**src/rtl/adam_rst_seq.sv**
```systemverilog
// -----------------------------------------------------------------------------
// adam_rst_seq - system reset sequencer
//
// Holds every reset domain in reset for RST_CYCLES after the global reset
// drops. It then releases the memory domains, then the DMA domains, then the
// CPU domains, with STEP_CYCLES between each release. Once all domains are
// running it raises sys_ready.
//
// A software warm reset (sw_rst_req, sampled only while running) first
// quiesces every CPU and DMA through pause_req/pause_ack. It then re-asserts
// all domain resets, loads the shadow boot address into cpu_boot_addr and
// replays the release sequence.
//
// Optional feature (macro ADAM_RST_SEQ_TIMEOUT_EN):
//   When defined, the pause handshake is abandoned after PAUSE_TIMEOUT cycles
//   and the sticky pause_timeout flag is raised. When undefined, the sequencer
//   waits for the acknowledge indefinitely and pause_timeout is always 0.
//
// Ports:
//   clk             in   system clock
//   rst             in   synchronous active-high reset
//   sw_rst_req      in   warm reset request (level, honoured only in RUN)
//   boot_addr_we    in   shadow boot address write enable
//   boot_addr_wdata in   new shadow boot address
//   mem_rst         out  memory domain resets (active high)
//   dma_rst         out  DMA domain resets (active high)
//   cpu_rst         out  CPU domain resets (active high)
//   cpu_boot_addr   out  boot address presented to all CPUs
//   pause_req       out  pause request, CPUs in the low bits, DMAs above
//   pause_ack       in   pause acknowledge, same bit order as pause_req
//   sys_ready       out  all domains released and no warm reset in progress
//   pause_timeout   out  sticky pause-timeout flag (cleared only by rst)
// -----------------------------------------------------------------------------
module adam_rst_seq #(
    parameter int                    NO_CPUS       = 1,
    parameter int                    NO_DMAS       = 1,
    parameter int                    NO_MEMS       = 3,
    parameter int                    ADDR_WIDTH    = 32,
    parameter logic [ADDR_WIDTH-1:0] BOOT_ADDR     = '0,
    parameter int                    RST_CYCLES    = 5,
    parameter int                    STEP_CYCLES   = 4,
    parameter int                    PAUSE_TIMEOUT = 64
) (
    input  logic                          clk,
    input  logic                          rst,
    input  logic                          sw_rst_req,
    input  logic                          boot_addr_we,
    input  logic [ADDR_WIDTH-1:0]         boot_addr_wdata,
    output logic [NO_MEMS-1:0]            mem_rst,
    output logic [NO_DMAS-1:0]            dma_rst,
    output logic [NO_CPUS-1:0]            cpu_rst,
    output logic [ADDR_WIDTH-1:0]         cpu_boot_addr,
    output logic [NO_CPUS+NO_DMAS-1:0]    pause_req,
    input  logic [NO_CPUS+NO_DMAS-1:0]    pause_ack,
    output logic                          sys_ready,
    output logic                          pause_timeout
);

    localparam int PW      = NO_CPUS + NO_DMAS;
    localparam int MAX_RS  = (RST_CYCLES > STEP_CYCLES) ? RST_CYCLES : STEP_CYCLES;
    localparam int CNT_MAX = (MAX_RS > PAUSE_TIMEOUT) ? MAX_RS : PAUSE_TIMEOUT;
    localparam int CNT_W   = $clog2(CNT_MAX + 1);

    // Terminal counts: a phase ends on the cycle its counter shows N-1, so the
    // next phase's outputs appear exactly N cycles after the phase started.
    localparam logic [CNT_W-1:0] RST_LAST  = CNT_W'(RST_CYCLES - 1);
    localparam logic [CNT_W-1:0] STEP_LAST = CNT_W'(STEP_CYCLES - 1);
`ifdef ADAM_RST_SEQ_TIMEOUT_EN
    localparam logic [CNT_W-1:0] TO_LAST   = CNT_W'(PAUSE_TIMEOUT - 1);
`endif

    typedef enum logic [2:0] {
        ST_HOLD    = 3'd0,
        ST_REL_MEM = 3'd1,
        ST_REL_DMA = 3'd2,
        ST_REL_CPU = 3'd3,
        ST_RUN     = 3'd4,
        ST_PAUSE   = 3'd5
    } state_t;

    state_t                  state_r;
    logic [CNT_W-1:0]        cnt_r;
    logic [NO_MEMS-1:0]      mem_rst_r;
    logic [NO_DMAS-1:0]      dma_rst_r;
    logic [NO_CPUS-1:0]      cpu_rst_r;
    logic [ADDR_WIDTH-1:0]   boot_addr_r;
    logic [ADDR_WIDTH-1:0]   shadow_r;
    logic [PW-1:0]           pause_req_r;
    logic                    sys_ready_r;
    logic                    pause_timeout_r;

    logic                    ack_all_s;
    logic                    timeout_hit_s;
    logic                    pause_done_s;
    logic [ADDR_WIDTH-1:0]   shadow_next_s;

    // Only a simultaneous acknowledge from every CPU and DMA ends the pause.
    function automatic logic all_acked(input logic [PW-1:0] ack);
        return &ack;
    endfunction

    // Pause exit conditions and the shadow value as it will be after this edge,
    // so a write coinciding with PAUSE->HOLD is the one that gets latched.
    always_comb begin
        ack_all_s     = 1'b0;
        timeout_hit_s = 1'b0;
        pause_done_s  = 1'b0;
        shadow_next_s = shadow_r;

        ack_all_s = all_acked(pause_ack);
`ifdef ADAM_RST_SEQ_TIMEOUT_EN
        if (cnt_r == TO_LAST) begin
            timeout_hit_s = 1'b1;
        end else begin
            timeout_hit_s = 1'b0;
        end
`else
        timeout_hit_s = 1'b0;
`endif
        if ((state_r == ST_PAUSE) && (ack_all_s || timeout_hit_s)) begin
            pause_done_s = 1'b1;
        end else begin
            pause_done_s = 1'b0;
        end

        if (boot_addr_we) begin
            shadow_next_s = boot_addr_wdata;
        end else begin
            shadow_next_s = shadow_r;
        end
    end

    // Sequencer FSM with all outputs registered; every release edge is a
    // direct register load in the transition that enters the next phase.
    always_ff @(posedge clk) begin
        if (rst) begin
            state_r         <= ST_HOLD;
            cnt_r           <= '0;
            mem_rst_r       <= '1;
            dma_rst_r       <= '1;
            cpu_rst_r       <= '1;
            pause_req_r     <= '0;
            sys_ready_r     <= 1'b0;
            pause_timeout_r <= 1'b0;
            boot_addr_r     <= BOOT_ADDR;
            shadow_r        <= BOOT_ADDR;
        end else begin
            shadow_r <= shadow_next_s;

            case (state_r)
                ST_HOLD: begin
                    if (cnt_r == RST_LAST) begin
                        state_r   <= ST_REL_MEM;
                        cnt_r     <= '0;
                        mem_rst_r <= '0;
                    end else begin
                        cnt_r <= cnt_r + CNT_W'(1);
                    end
                end

                ST_REL_MEM: begin
                    if (cnt_r == STEP_LAST) begin
                        state_r   <= ST_REL_DMA;
                        cnt_r     <= '0;
                        dma_rst_r <= '0;
                    end else begin
                        cnt_r <= cnt_r + CNT_W'(1);
                    end
                end

                ST_REL_DMA: begin
                    if (cnt_r == STEP_LAST) begin
                        state_r   <= ST_REL_CPU;
                        cnt_r     <= '0;
                        cpu_rst_r <= '0;
                    end else begin
                        cnt_r <= cnt_r + CNT_W'(1);
                    end
                end

                // CPUs were released on entry; ready follows one cycle later.
                ST_REL_CPU: begin
                    state_r     <= ST_RUN;
                    cnt_r       <= '0;
                    sys_ready_r <= 1'b1;
                end

                // Warm reset requests are honoured only here and never queued.
                ST_RUN: begin
                    if (sw_rst_req) begin
                        state_r     <= ST_PAUSE;
                        cnt_r       <= '0;
                        sys_ready_r <= 1'b0;
                        pause_req_r <= '1;
                    end else begin
                        cnt_r <= '0;
                    end
                end

                ST_PAUSE: begin
                    if (pause_done_s) begin
                        state_r     <= ST_HOLD;
                        cnt_r       <= '0;
                        mem_rst_r   <= '1;
                        dma_rst_r   <= '1;
                        cpu_rst_r   <= '1;
                        pause_req_r <= '0;
                        boot_addr_r <= shadow_next_s;
                        // An ack arriving on the timeout cycle is a clean ack.
                        if (timeout_hit_s && !ack_all_s) begin
                            pause_timeout_r <= 1'b1;
                        end else begin
                            pause_timeout_r <= pause_timeout_r;
                        end
                    end else begin
`ifdef ADAM_RST_SEQ_TIMEOUT_EN
                        cnt_r <= cnt_r + CNT_W'(1);
`else
                        cnt_r <= '0;
`endif
                    end
                end

                // Unreachable encodings fall back to a full re-sequence.
                default: begin
                    state_r     <= ST_HOLD;
                    cnt_r       <= '0;
                    mem_rst_r   <= '1;
                    dma_rst_r   <= '1;
                    cpu_rst_r   <= '1;
                    pause_req_r <= '0;
                    sys_ready_r <= 1'b0;
                end
            endcase
        end
    end

    assign mem_rst       = mem_rst_r;
    assign dma_rst       = dma_rst_r;
    assign cpu_rst       = cpu_rst_r;
    assign cpu_boot_addr = boot_addr_r;
    assign pause_req     = pause_req_r;
    assign sys_ready     = sys_ready_r;
    assign pause_timeout = pause_timeout_r;

endmodule

```
**config.mk**
```make
export PLATFORM = sky130hd
export DESIGN_NAME = adam_rst_seq
export DESIGN_NICKNAME = d
export VERILOG_FILES = /design/src/rtl/adam_rst_seq.sv
export SDC_FILE = /design/constraint.sdc
export NUM_CORES = 1
export LEC_CHECK = 0
export CAP_MARGIN = 20
export CORE_UTILIZATION = 50
export CTS_BUF_LIST = sky130_fd_sc_hd__clkbuf_8
export DETAILED_ROUTE_END_ITERATION = 6
export GPL_TIMING_DRIVEN = 0
export HOLD_SLACK_MARGIN = 0.1
export PLACE_DENSITY = 0.79
export SYNTH_ARGS = -nofsm -noshare
export SYNTH_HDL_FRONTEND = slang
export SYNTH_SLANG_ARGS = --single-unit
```
**constraint.sdc**
```tcl
create_clock -name clk -period 2.1 [get_ports clk]
set_clock_uncertainty 0.1 [all_clocks]
set_input_delay 0.42 -clock clk [delete_from_list [all_inputs] [get_ports clk]]
set_output_delay 0.42 -clock clk [all_outputs]
set_load 0.02 [all_outputs]
```
==> flow_summary.ini <==
[worst_setup_path]
path_cells = buf_4 > clkdlybuf4s50_1
end_kind = output pin
cp_max_fo = 4
critical_path_class = flip-flop to output pin
cp_data_arrival_time_ns = 1.42
cp_slowest_cell = clkdlybuf4s50_1
max_stage_delay_ns = 0.59
critPathBufInv = 2
crit_family = buffers and inverters
critical_path_required_ns = 1.58
worstSetupStartpointType = flip-flop

[clocking]
clock_sinks = 79
cts_root_buf = clkbuf_8
htreeDepth = 3
worstSkewPairLatency_ns = 0.34
path_clk_slew_ns = 0.08
cts_made_buffers = 9
cts_hold_buf = 0
clk_path_buf_depth = 2
ctsResizeCount = 0
cts_tree = yes
postCtsSetupBuffers = 0

[pwr]
power_density_nw_per_um2 = 771.7
ir_worst_vdd_mv = 0.4288
p_leak_nw = 1.542

[synth]
yosysTopAreaCell = dfxtp_1
synth-edff-count = 0
netlist_area_sq_um = 2930
yosys_warnings = 0
synthCells = 298
synthDistinctLibCells = 38
avgSynthCellArea_sq_um = 9.833
ys_top_cells_by_area = dfxtp_1, mux2i_1, nor2_1
seq_area_frac_synth_pct = 53.97
yosysTopAreaCellShare_pct = 53.97
synth-seq-cells = 79
async_reset_ff_share_pct = 0
ys.flop_type = dfxtp_1
synthesis.nets = 339

[sta]
slew_violations = 0
setup_viol_count_final = 0
max_freq_mhz = 514.7
period_needed_ns = 1.943
worst_hold_slack_ns = 0.3717
rsz0062_at_grt = false
hold_viol = 0
fin_crit_sh_pct = 92.52

[flow_run]
maxCapViolCount = 0

[grt]
grt_max_degree = 14
grt_pass1_vias = 2267
grt-ovfl-total = 0
grtUsageTotal_pct = 21.75
grt_pass1_wl_um = 10330
antenna_found_initial = 0

[layout]
finish.net_count = 425
layout-drive-gt1-share_pct = 9.254
antennaDiodeCount = 0
final_cell_mix = dfxtp_1, clkdlybuf4s50_1, nor2_1
syn_to_final_growth_pct = 36.29
mostFrequentLayoutCell = dfxtp_1
fillers = 433
design_area_sq_um = 3994

[placed_design]
detailed_place_hpwl_um = 4374
place_congestion = 0.7616
dpl_cell_area_sq_um = 3771
portBuffers = 75

[detailed_routing]
wl_per_cell_um = 13.66
ant_nets = 0
wl_um = 6296
drc = 0
post_drt_via_cell_ratio = 5.139
vias = 2369
dr.pass1.iters = 4
drt_iter0_drc = 133

[floorplanning]
rows = 27
die_area_sq_um = 6171
io-pin-count = 79
start_util_pct = 52.57
die_height_um = 78.56
core_region_area_sq_um = 5574
chipWidth_um = 78.56

[run_status]
status = complete, no violations

[hold_path]
hold_class = flip-flop to flip-flop
through the flow:
| step | setup slack [ns] | std cells | util, % | total power, mW | TNS (ns) |
|---|---|---|---|---|---|
| final | 0.1571 | 461 | 71.65 | 3.082 | 0 |
| after CTS | 0.1280 | 461 | 71.65 | 3.109 | 0 |
| after global routing | 0.1031 | 461 | 71.65 | 3.208 | 0 |
| after global placement | -0.03979 | 445 | 67.65 | 1.883 | -0.8924 |
| after detailed placement | -0.08626 | 445 | 67.65 | 1.891 | -1.588 |
| after floorplan | 0.4737 | 298 | - | 1.773 | 0 |
logic make-up (layout without fill, tap and decap cells):
kind of cell | Yosys count | in the layout | synth area share [%]
and+or+nand+nor | 100 | 100 | 15.33
DFF | 79 | 79 | 53.97
AOI/OAI and AO/OA | 48 | 48 | 12.17
muxes | 32 | 32 | 10.93
buffers and inverters | 30 | 121 | 4.697
xor gates and xnor gates | 5 | 5 | 1.494
adders and majority gates | 3 | 3 | 1.281
other | 1 | 1 | 0.1280
report_power, final:
group          switching (mW)  internal, mW
logic                   0.141         0.146
registers              0.0227          1.55
clock network           0.528         0.697
total                   0.691          2.39
worst min-delay path: cells and delay by family, from the launching register on:
family,cells,cell delay [ns]
flops,1,0.33
simple gates,1,0.05
compound gates,1,0.06
routing by layer:
metal	up-vias	GRT usage, %	share of wire, %	wire, um
li1	1191	-	-	-
met3	9	4.419	5.8	365
met4	0	10.93	1.4	85
met1	1098	28.46	47	2942
met2	71	33.91	46	2903
met5	-	0	0	0
Yosys cell counts (2+ instances only):
library cell,instances
xor2_1,4
dfxtp_1,79
ha_1,3
o21ai_2,2
a21oi_1,4
nand2b_1,4
mux2i_1,32
inv_1,4
nand3_1,8
nand4b_1,2
clkbuf_1,11
buf_2,8
buf_4,4
nand2_1,2
nor2_1,73
a211oi_1,33
nand3b_1,2
buf_1,3
worst paths after layout:
kind                            slack, ns  cells after the start               startpoint                              to
worst max register to register       0.35                      5  state_r[0]$_SDFFE_PP0P_  cpu_boot_addr[12]$_SDFFE_PP0P_
worst max-delay path                 0.16                      2  mem_rst[1]$_SDFFE_PP1P_                      mem_rst[2]
worst min-delay path                 0.37                      2     dma_rst$_SDFFE_PP1P_            dma_rst$_SDFFE_PP1P_
worst min register to register       0.37                      2     dma_rst$_SDFFE_PP1P_            dma_rst$_SDFFE_PP1P_
area by class of cell:
| cell class | count | area [sq um] | share of cell area, % |
|---|---|---|---|
| plain buffers | 26 | 122.6 | 3.070 |
| clock buffers | 10 | 137.6 | 3.446 |
| clock inverters | 6 | 85.08 | 2.130 |
| inverters | 4 | 15.01 | 0.3759 |
| multi-input cells | 189 | 1211 | 30.33 |
| flip-flops and latches | 79 | 1582 | 39.60 |
| well taps | 72 | 90.09 | 2.256 |
| repair buffers | 75 | 750.7 | 18.80 |
sequential cells by signal (all words and copies together) (netlist names):
name,flops
cnt_r,7
cpu_boot_addr,32
cpu_rst,1
dma_rst,1
mem_rst,1
pause_req,1
shadow_r,32
state_r,3
sys_ready,1
(Power assumes the default switching activity.)
